### src/rtl/frame_border_pad_pkg.sv
// -----------------------------------------------------------------------------
// frame_border_pad_pkg
//   Shared definitions for the frame border-insertion stage:
//   - border mode codes (zero / constant / edge replica)
//   - FSM state encoding, also visible on the top-level debug port
//   - small helpers for the border width and for mode normalisation
// -----------------------------------------------------------------------------
package frame_border_pad_pkg;

   // Border modes as sampled from iMode alongside newFrame.
   localparam logic [1:0] PAD_ZERO  = 2'd0;
   localparam logic [1:0] PAD_CONST = 2'd1;
   localparam logic [1:0] PAD_REPL  = 2'd2;

   // Frame sequencing states. IDLE must stay at 0: the debug port reads 0 after reset.
   typedef enum logic [2:0] {
      PAD_IDLE   = 3'd0,
      PAD_TOP    = 3'd1,
      PAD_LEFT   = 3'd2,
      PAD_DATA   = 3'd3,
      PAD_RIGHT  = 3'd4,
      PAD_BOTTOM = 3'd5
   } pad_state_e;

   // Border thickness on each side for an odd kernel.
   function automatic int pad_border(input int kernel_size);
      return (kernel_size - 1) / 2;
   endfunction

   // The unused code 3 behaves like a zero border.
   function automatic logic [1:0] pad_norm_mode(input logic [1:0] mode);
      return (mode == 2'd3) ? PAD_ZERO : mode;
   endfunction

endpackage

### src/rtl/pad_out_reg.sv
// -----------------------------------------------------------------------------
// pad_out_reg
//   One-deep valid/ready register slice carrying a pixel plus three
//   frame-position flags (sof, eol, done).
//
//   Handshake (both sides): a beat transfers on a rising clk edge where
//   valid && ready. A producer holding valid may not change its payload until
//   the transfer. Here in_ready = !out_valid || out_ready, so the slice loads
//   whenever it is empty or its current beat is leaving; while
//   out_valid && !out_ready every output holds.
//
// Ports
//   clk, reset_n             clock, asynchronous active-low reset
//   in_valid/in_ready        upstream handshake
//   in_data/sof/eol/done     upstream payload
//   out_valid/out_ready      downstream handshake
//   out_data/sof/eol/done    registered payload (all zero after reset)
// -----------------------------------------------------------------------------
module pad_out_reg #(
   parameter int PW = 24
) (
   input  logic          clk,
   input  logic          reset_n,
   input  logic          in_valid,
   input  logic [PW-1:0] in_data,
   input  logic          in_sof,
   input  logic          in_eol,
   input  logic          in_done,
   output logic          in_ready,
   output logic          out_valid,
   output logic [PW-1:0] out_data,
   output logic          out_sof,
   output logic          out_eol,
   output logic          out_done,
   input  logic          out_ready
);

   logic          valid_q, valid_d;
   logic [PW-1:0] data_q,  data_d;
   logic          sof_q,   sof_d;
   logic          eol_q,   eol_d;
   logic          done_q,  done_d;

   assign in_ready = !valid_q || out_ready;

   always_comb begin
      valid_d = valid_q;
      data_d  = data_q;
      sof_d   = sof_q;
      eol_d   = eol_q;
      done_d  = done_q;
      if (in_ready) begin
         valid_d = in_valid;
         // Payload only moves with a real beat; an empty load keeps the old bits.
         if (in_valid) begin
            data_d = in_data;
            sof_d  = in_sof;
            eol_d  = in_eol;
            done_d = in_done;
         end
      end
   end

   always_ff @(posedge clk or negedge reset_n) begin
      if (!reset_n) begin
         valid_q <= 1'b0;
         data_q  <= '0;
         sof_q   <= 1'b0;
         eol_q   <= 1'b0;
         done_q  <= 1'b0;
      end else begin
         valid_q <= valid_d;
         data_q  <= data_d;
         sof_q   <= sof_d;
         eol_q   <= eol_d;
         done_q  <= done_d;
      end
   end

   assign out_valid = valid_q;
   assign out_data  = data_q;
   assign out_sof   = sof_q;
   assign out_eol   = eol_q;
   assign out_done  = done_q;

endmodule

### src/rtl/frame_border_pad.sv
// -----------------------------------------------------------------------------
// frame_border_pad
//   Wraps each WIDTH x HEIGHT raster frame with B = (KERNEL_SIZE-1)/2 border
//   pixels on every side so an NxN filter downstream sees a full neighbourhood
//   at the frame edges. Output frame is (WIDTH+2B) x (HEIGHT+2B), raster order.
//
//   Handshake (both sides): a beat transfers on a rising clk edge where
//   valid && ready; a producer holding valid keeps its payload stable until the
//   transfer. Input is consumed only while emitting the active part of a row;
//   during border beats iReady is low and upstream stalls.
//
// Ports
//   clk, reset_n     clock, asynchronous active-low reset
//   newFrame         start pulse, honoured only when idle
//   iMode, iConst    border mode and constant, sampled with newFrame
//   iValid/iReady    input pixel handshake, iData in raster order
//   oValid/oReady    output beat handshake, oData padded pixel
//   oSof/oEol/oDone  first beat of frame / last beat of row / last beat of frame
//   oErr             sticky: newFrame arrived while a frame was in progress
//   dbg_state        current sequencing state (pad_state_e encoding)
// -----------------------------------------------------------------------------
module frame_border_pad
   import frame_border_pad_pkg::*;
#(
   parameter int WIDTH       = 1920,
   parameter int HEIGHT      = 1080,
   parameter int KERNEL_SIZE = 7,
   parameter int CHANNELS    = 3,
   parameter int DATA_W      = 8
) (
   input  logic                         clk,
   input  logic                         reset_n,
   input  logic                         newFrame,
   input  logic [1:0]                   iMode,
   input  logic [CHANNELS*DATA_W-1:0]   iConst,
   input  logic                         iValid,
   input  logic [CHANNELS*DATA_W-1:0]   iData,
   output logic                         iReady,
   output logic                         oValid,
   input  logic                         oReady,
   output logic [CHANNELS*DATA_W-1:0]   oData,
   output logic                         oSof,
   output logic                         oEol,
   output logic                         oDone,
   output logic                         oErr,
   output logic [2:0]                   dbg_state
);

   localparam int PW = CHANNELS * DATA_W;
   localparam int B  = pad_border(KERNEL_SIZE);
   localparam int OW = WIDTH + 2 * B;
   localparam int OH = HEIGHT + 2 * B;
   localparam int XW = $clog2(OW);
   localparam int YW = $clog2(OH);

   // Column / row positions where the sequencing changes segment.
   localparam logic [XW-1:0] X_LEFT_LAST = XW'(B - 1);
   localparam logic [XW-1:0] X_DATA_LAST = XW'(B + WIDTH - 1);
   localparam logic [XW-1:0] X_LAST      = XW'(OW - 1);
   localparam logic [YW-1:0] Y_TOP_LAST  = YW'(B - 1);
   localparam logic [YW-1:0] Y_DATA_LAST = YW'(B + HEIGHT - 1);
   localparam logic [YW-1:0] Y_LAST      = YW'(OH - 1);

   pad_state_e      state_q, state_d;
   logic [XW-1:0]   ox_q,    ox_d;
   logic [YW-1:0]   oy_q,    oy_d;
   logic [1:0]      mode_q,  mode_d;
   logic [PW-1:0]   const_q, const_d;
   logic [PW-1:0]   last_q,  last_d;     // last active pixel of the current row
   logic            err_q,   err_d;

   logic            slice_ready;
   logic            beat_valid;
   logic [PW-1:0]   beat_data;
   logic [PW-1:0]   border;
   logic            beat_sof, beat_eol, beat_done;
   logic            fire;

   // Border value for the current state.
   always_comb begin
      border = '0;
      case (mode_q)
         PAD_CONST: border = const_q;
         PAD_REPL: begin
            case (state_q)
               PAD_LEFT:  border = iData;   // peeked, consumed later in DATA
               PAD_RIGHT: border = last_q;
               default:   border = const_q; // top and bottom rows
            endcase
         end
         default:   border = '0;
      endcase
   end

   // Flags derive from the position of the beat being loaded.
   assign beat_sof  = (ox_q == '0) && (oy_q == '0);
   assign beat_eol  = (ox_q == X_LAST);
   assign beat_done = beat_eol && (oy_q == Y_LAST);

   // Beat source and availability per state.
   always_comb begin
      beat_valid = 1'b0;
      beat_data  = '0;
      case (state_q)
         PAD_TOP, PAD_RIGHT, PAD_BOTTOM: begin
            beat_valid = 1'b1;
            beat_data  = border;
         end
         PAD_LEFT: begin
            // A replicated left edge needs the row's first pixel on the bus.
            beat_valid = (mode_q == PAD_REPL) ? iValid : 1'b1;
            beat_data  = border;
         end
         PAD_DATA: begin
            beat_valid = iValid;
            beat_data  = iData;
         end
         default: begin
            beat_valid = 1'b0;
            beat_data  = '0;
         end
      endcase
   end

   assign fire   = beat_valid && slice_ready;
   assign iReady = (state_q == PAD_DATA) && slice_ready;

   // Next-state, counters and frame parameters.
   always_comb begin
      state_d = state_q;
      ox_d    = ox_q;
      oy_d    = oy_q;
      mode_d  = mode_q;
      const_d = const_q;
      last_d  = last_q;
      err_d   = err_q;

      if (newFrame && (state_q != PAD_IDLE)) begin
         err_d = 1'b1;
      end

      if (state_q == PAD_IDLE) begin
         if (newFrame) begin
            state_d = PAD_TOP;
            mode_d  = pad_norm_mode(iMode);
            const_d = iConst;
            ox_d    = '0;
            oy_d    = '0;
         end
      end else if (fire) begin
         if (ox_q == X_LAST) begin
            ox_d = '0;
            oy_d = (oy_q == Y_LAST) ? '0 : oy_q + 1'b1;
         end else begin
            ox_d = ox_q + 1'b1;
         end

         case (state_q)
            PAD_TOP: begin
               if (beat_eol && (oy_q == Y_TOP_LAST)) state_d = PAD_LEFT;
            end
            PAD_LEFT: begin
               if (ox_q == X_LEFT_LAST) state_d = PAD_DATA;
            end
            PAD_DATA: begin
               last_d = iData;
               if (ox_q == X_DATA_LAST) state_d = PAD_RIGHT;
            end
            PAD_RIGHT: begin
               if (beat_eol) state_d = (oy_q == Y_DATA_LAST) ? PAD_BOTTOM : PAD_LEFT;
            end
            PAD_BOTTOM: begin
               if (beat_done) state_d = PAD_IDLE;
            end
            default: state_d = PAD_IDLE;
         endcase
      end
   end

   always_ff @(posedge clk or negedge reset_n) begin
      if (!reset_n) begin
         state_q <= PAD_IDLE;
         ox_q    <= '0;
         oy_q    <= '0;
         mode_q  <= PAD_ZERO;
         const_q <= '0;
         last_q  <= '0;
         err_q   <= 1'b0;
      end else begin
         state_q <= state_d;
         ox_q    <= ox_d;
         oy_q    <= oy_d;
         mode_q  <= mode_d;
         const_q <= const_d;
         last_q  <= last_d;
         err_q   <= err_d;
      end
   end

   pad_out_reg #(
      .PW (PW)
   ) u_out_reg (
      .clk       (clk),
      .reset_n   (reset_n),
      .in_valid  (beat_valid && (state_q != PAD_IDLE)),
      .in_data   (beat_data),
      .in_sof    (beat_sof),
      .in_eol    (beat_eol),
      .in_done   (beat_done),
      .in_ready  (slice_ready),
      .out_valid (oValid),
      .out_data  (oData),
      .out_sof   (oSof),
      .out_eol   (oEol),
      .out_done  (oDone),
      .out_ready (oReady)
   );

   assign oErr      = err_q;
   assign dbg_state = state_q;

endmodule
### config.mk
export PLATFORM = sky130hd
export DESIGN_NAME = frame_border_pad
export DESIGN_NICKNAME = d
export VERILOG_FILES = /design/src/rtl/frame_border_pad_pkg.sv /design/src/rtl/pad_out_reg.sv /design/src/rtl/frame_border_pad.sv
export SDC_FILE = /design/constraint.sdc
export NUM_CORES = 1
export LEC_CHECK = 0
export ABC_AREA = 1
export CORE_ASPECT_RATIO = 0.6
export CORE_UTILIZATION = 45
export DETAILED_ROUTE_END_ITERATION = 8
export GPL_TIMING_DRIVEN = 0
export PLACE_DENSITY_LB_ADDON = 0.1
export RECOVER_POWER = 25
export SETUP_SLACK_MARGIN = 0.4
export SLEW_MARGIN = 40
export SYNTH_ARGS = -nofsm -noshare
export SYNTH_HDL_FRONTEND = slang
export SYNTH_SLANG_ARGS = --single-unit
### constraint.sdc
create_clock -name clk -period 3.3 [get_ports clk]
set_input_delay 0.66 -clock clk [delete_from_list [all_inputs] [get_ports clk]]
set_output_delay 0.66 -clock clk [all_outputs]
set_load 0.005 [all_outputs]
**Word level (Yosys, flattened, before mapping)**

Cells that the tools add are included.

- $add $sub $neg: 2
- Equal/unequal tests: 20
- Mux-type cells: 24
- Bitwise logic cells: 1
- Reduce and logical (&&, ||, !) cells: 23

Operator list:

| operator | number |
|---|---|
| 24-bit one-hot mux with 2 select lines | 3 |
| 11-bit two-way mux | 8 |
| 11-bit == test, second input constant | 4 |
| 3-bit two-way mux | 9 |
| 11-bit by 1-bit adder with 11-bit output, second input constant | 2 |
| 11-bit by 2-bit == test with 1-bit output, second input constant | 2 |
| 11-bit logical NOT | 2 |
| 3-bit one-hot mux with 5 select lines | 1 |
| 3-bit inequality test, second input constant | 3 |
| 1-bit logical AND | 7 |
| 7-bit AND reduction | 1 |
| 3-bit by 2-bit == test with 1-bit output, second input constant | 2 |
| 3-bit == test, second input constant | 2 |
| 2-bit AND reduction | 3 |
| 3-bit AND reduction | 2 |
| 2-bit == test, second input constant | 2 |
| 2-bit nonzero test | 2 |
| 4-bit OR reduction | 1 |
| 3-bit by 1-bit == test with 1-bit output, second input constant | 1 |
| 3-bit logical NOT | 1 |
| 3-bit by 1-bit inequality test with 1-bit output, second input constant | 1 |
| 3-bit by 2-bit inequality test with 1-bit output, second input constant | 1 |
| 1-bit one-hot mux with 3 select lines | 1 |
| 3-bit nonzero test | 1 |
| 8 further kinds | 8 |

- Flip-flop bits (word level): 104
- Input port bits: 55
- Output and inout port bits: 33
- Word-level logic and storage cells: 82

**Longest topological paths before layout**

- Word-level depth: 6
- Mapped depth: 13
- Mapped depth without buffers: 12

**Cells and area by module**

A second synthesis with hierarchy kept.

- Cells, all modules: 749
- Area, all modules: 5,745.5 sq um

Modules (own cells, without submodules):

| module | instances | cells each | area each (sq um) |
|---|---|---|---|
| frame_border_pad | 1 | 628 | 4,546.9 |
| pad_out_reg | 1 | 121 | 1,198.6 |

**Worst setup path after synthesis**

Ideal clock, no wire load.

- Path type: reg2reg
- From: register mode_q[0]
- To: register last_q[10]
- Setup time: 0.126 ns
- Arrival time: 1.612 ns
- Slack: 1.562 ns
- Stages on the path, launching flop included: 12
- Clock period less this slack: 1.738 ns
- Path through: dfrtp_1 -> inv_1 -> ha_1 -> clkbuf_1 -> nor2_1 -> nor2_1 -> o21ai_2 -> nand2_4 -> nor2_2 -> buf_4 -> buf_2 -> o21ai_0

- Cells in the longest elaborated chain, start to end: 5

Ends and longest elaborated chain:

| what | RTL line | text |
|---|---|---|
| start: declaration | frame_border_pad.sv:67 | `logic [1:0] mode_q, mode_d;` |
| start signal: assignment | frame_border_pad.sv:193 | `mode_q <= mode_d;` |
| 2-bit == test | frame_border_pad.sv:111 | `beat_valid = (mode_q == PAD_REPL) ? iValid : 1'b1;` |
| 1-bit two-way mux | frame_border_pad.sv:111 |  |
| 1-bit one-hot mux with 3 select lines | frame_border_pad.sv:104 | `case (state_q)` |
| 1-bit logical AND | frame_border_pad.sv:125 | `assign fire = beat_valid && slice_ready;` |
| 3-bit AND reduction (no source line) | n/a |  |
| end signal: assignment | frame_border_pad.sv:195 | `last_q <= last_d;` |
| end: declaration | frame_border_pad.sv:69 | `logic [PW-1:0] last_q, last_d;` |

No other way between the ends.
A chain may end at the register's enable or synchronous reset.

**Worst setup path in the final report**

- From: register state_q[2], in the netlist dbg_state[2]
- To: output port iReady

- Cells in the longest elaborated chain, start to end: 2

Ends and longest elaborated chain:

| what | RTL line | text |
|---|---|---|
| start: declaration | frame_border_pad.sv:64 | `pad_state_e state_q, state_d;` |
| start signal: assignment | frame_border_pad.sv:190 | `state_q <= state_d;` |
| 3-bit by 2-bit == test with 1-bit output | frame_border_pad.sv:126 | `assign iReady = (state_q == PAD_DATA) && slice_ready;` |
| 1-bit logical AND | frame_border_pad.sv:126 |  |
| end: declaration | frame_border_pad.sv:38 | `output logic iReady,` |

No other way between the ends.

==> flow_metrics.tcl <==
set metrics [dict create \
    syn_area_mm2 0.00557 \
    syn_nets 846 \
    max_freq_ghz 0.377 \
    clock_skew_ns 0.00488 \
    ir_drop_mv 0.325 \
    required_ns 2.64 \
    synth_top_cell_by_area "dfrtp_1" \
    start_util_pct 46.2 \
    crit_path_max_fanout 7 \
    n_fill_cell 1121 \
    cp-start-kind "register" \
    port-buffer-count 87 \
    dpl.hpwl_mm 10.8 \
    timing.rr.end "u_out_reg.out_data[18]$_DFFE_PN0P_" \
    max_slew_margin_pct -17.4 \
    ys_ff_latch 104 \
    rr_worst_depth 12 \
    status "finished with violations" \
    max-cap-violations 1 \
    clk_latency_ns 0.35 \
    antenna_found_initial 0 \
    synth_area_leaders "dfrtp_1, nand2_1, o21ai_0, inv_1, nand3_1" \
    wl_mm 14.8 \
    powerDensity_mw_per_mm2 740 \
    area_growth_pct 25.1 \
    clk_pin_slew_ns 0.07 \
    grt_max_degree 75 \
    ys_types 34 \
    ys_warn_count 0 \
    setup_tns_ns 0 \
    die_w_um 146 \
    ctsRootBufferMaster "clkbuf_16" \
    setup_viol 0 \
    core_region_area_mm2 0.0121 \
    cts.sink_count 104 \
    nets 945 \
    post_drt_wl_per_cell_um 14.1 \
    hold_buffers 0 \
    hp-class "register to register" \
    vias 5253 \
    final_common_cell "nand2_1" \
    htree_levels 3 \
    drive_gt1_share_pct 5.31 \
    fin_crit_sh_pct 80.3 \
    grt_pass1_wl_mm 24.0 \
    diodes 0 \
    syn_inst 781 \
    row_count 31 \
    final_cell_mix "nand2_1, dfrtp_1, inv_1" \
    hp-start "const_q[17]$_DFFE_PN0P_" \
    place.gp.congestion 0.848 \
    die_y_um 88.2 \
    fin_util_pct 57.8 \
    worstReg2RegStart "mode_q[0]$_DFFE_PN0P_" \
    post_cts_buffers 0 \
    p_leak_nw 3.52 \
    cts_made_buffers 9 \
    multiInputGateArea_mm2 0.00248 \
    critPathArrivalTime_ns 1.99 \
    end_kind "primary output" \
    violations "max-capacitance violations, max-slew violations" \
    rrSetupSlack_ns 1.12 \
    cts_buffer_depth 2 \
    worstHoldPathCells 2 \
    vias_per_cell 5.00 \
    grt_pass1_vias 4816 \
    post_cts_resized 0 \
    regArea_mm2 0.00260 \
    synth.avg_cell_area_um2 7.14 \
    whs_endpoint "const_q[17]$_DFFE_PN0P_" \
    grt_usage_pct 24.0 \
    slew_violations 31 \
    worst_slew_pin_slew_ns 1.76 \
    drt_iter0_markers 431 \
    die-area_mm2 0.0128 \
    hold_violations 0 \
    rsz0062_at_grt "no" \
    p_total_mw 5.16 \
    stdcell_count 1050 \
    yosysSeqAreaShare_pct 46.7 \
    drc 0 \
    place_inst 1034 \
    drt_pass1_iterations 5 \
    synth_top_area_share_pct 46.7 \
    tritoncts "built" \
    critPathKind "register to primary output" \
    grt-ovfl-total 0 \
    period_needed_ns 2.65 \
    antenna_left 0 \
    ios 88 \
]
synth_stat cells, drive strengths merged:
cell,instances
a211oi,1
a21oi,3
a22oi,1
a31o,1
a31oi,2
buf,17
clkbuf,10
dfrtp,104
ha,10
inv,94
nand2,363
nand3,34
nand3b,1
nand4,13
nor2,37
nor3,6
nor3b,1
o2111ai,1
o21ai,77
o21bai,2
o31ai,1
or2,1
xor2,1
metal layers:
metal | wire length (um) | part of all wire [%] | track usage (%)
met1 | 7480 | 51 | 35.9
met2 | 6170 | 42 | 35.5
met3 | 1020 | 6.9 | 5.05
met4 | 119 | 0.80 | 5.45
met5 | 0 | 0 | 0
metrics by stage:
stage	cell area, um2	setup slack [ns]	hold slack, ns
2_1_floorplan	5570	1.56	0.364
3_3_place_gp	6650	-2.49	0.456
3_5_place_dp	6680	0.803	0.459
4_1_cts	6980	0.657	0.162
5_1_grt	6970	0.510	0.496
6_report	6970	0.649	0.475
registers in the layout, indices dropped and copies added, names as in the netlist:
name	count
const_q	24
u_out_reg.out_done	1
dbg_state	3
last_q	24
ox_q	11
mode_q	2
u_out_reg.out_valid	1
u_out_reg.out_sof	1
oErr	1
u_out_reg.out_eol	1
oy_q	11
u_out_reg.out_data	24
final cells by class:
class / instances / share of cell area, %
clock buffers: 10 / 3.28
repair buffers: 88 / 12.8
flip-flops and latches: 104 / 37.3
plain buffers: 27 / 1.97
well taps: 165 / 2.96
multi-input cells: 556 / 35.6
inverters: 94 / 5.06
clock inverters: 6 / 1.01
power breakdown:
part / switching (mW) / leakage (nW) / internal [mW]
Clock: 0.491 / 0.147 / 0.593
Combinational: 1.43 / 2.03 / 0.738
Sequential: 0.226 / 1.34 / 1.68
cell families (layout without fill, tap and decap cells):
family | after synthesis | count (layout) | share of synthesized area [%]
simple gates | 456 | 456 | 33.4
buf+inv | 121 | 225 | 8.80
xor+xnor | 1 | 1 | 0.157
compound gates | 89 | 89 | 8.69
flops | 104 | 104 | 46.7
fa+ha+maj | 10 | 10 | 2.25
worst max-delay path, cell delays in order (launching register included):
cell and delay (ns):
dfrtp_1 0.48, inv_1 0.13, nand2_1 0.09, nor2_1 0.17, inv_1 0.12, nor2_1 0.14, clkdlybuf4s50_1 0.52
worst max path at each step:
stage,from,to,slack [ns]
after floorplan,mode_q[0]$_DFFE_PN0P_,last_q[10]$_DFFE_PN0P_,1.56
after global placement,reset_n,oy_q[9]$_DFFE_PN0P_,-2.49
after detailed placement,newFrame,oy_q[0]$_DFFE_PN0P_,0.80
after CTS,dbg_state[2]$_DFFE_PN0P_,iReady,0.66
after global routing,dbg_state[2]$_DFFE_PN0P_,iReady,0.51
final,dbg_state[2]$_DFFE_PN0P_,iReady,0.65
Note: power is estimated with default switching activity, not from simulation.
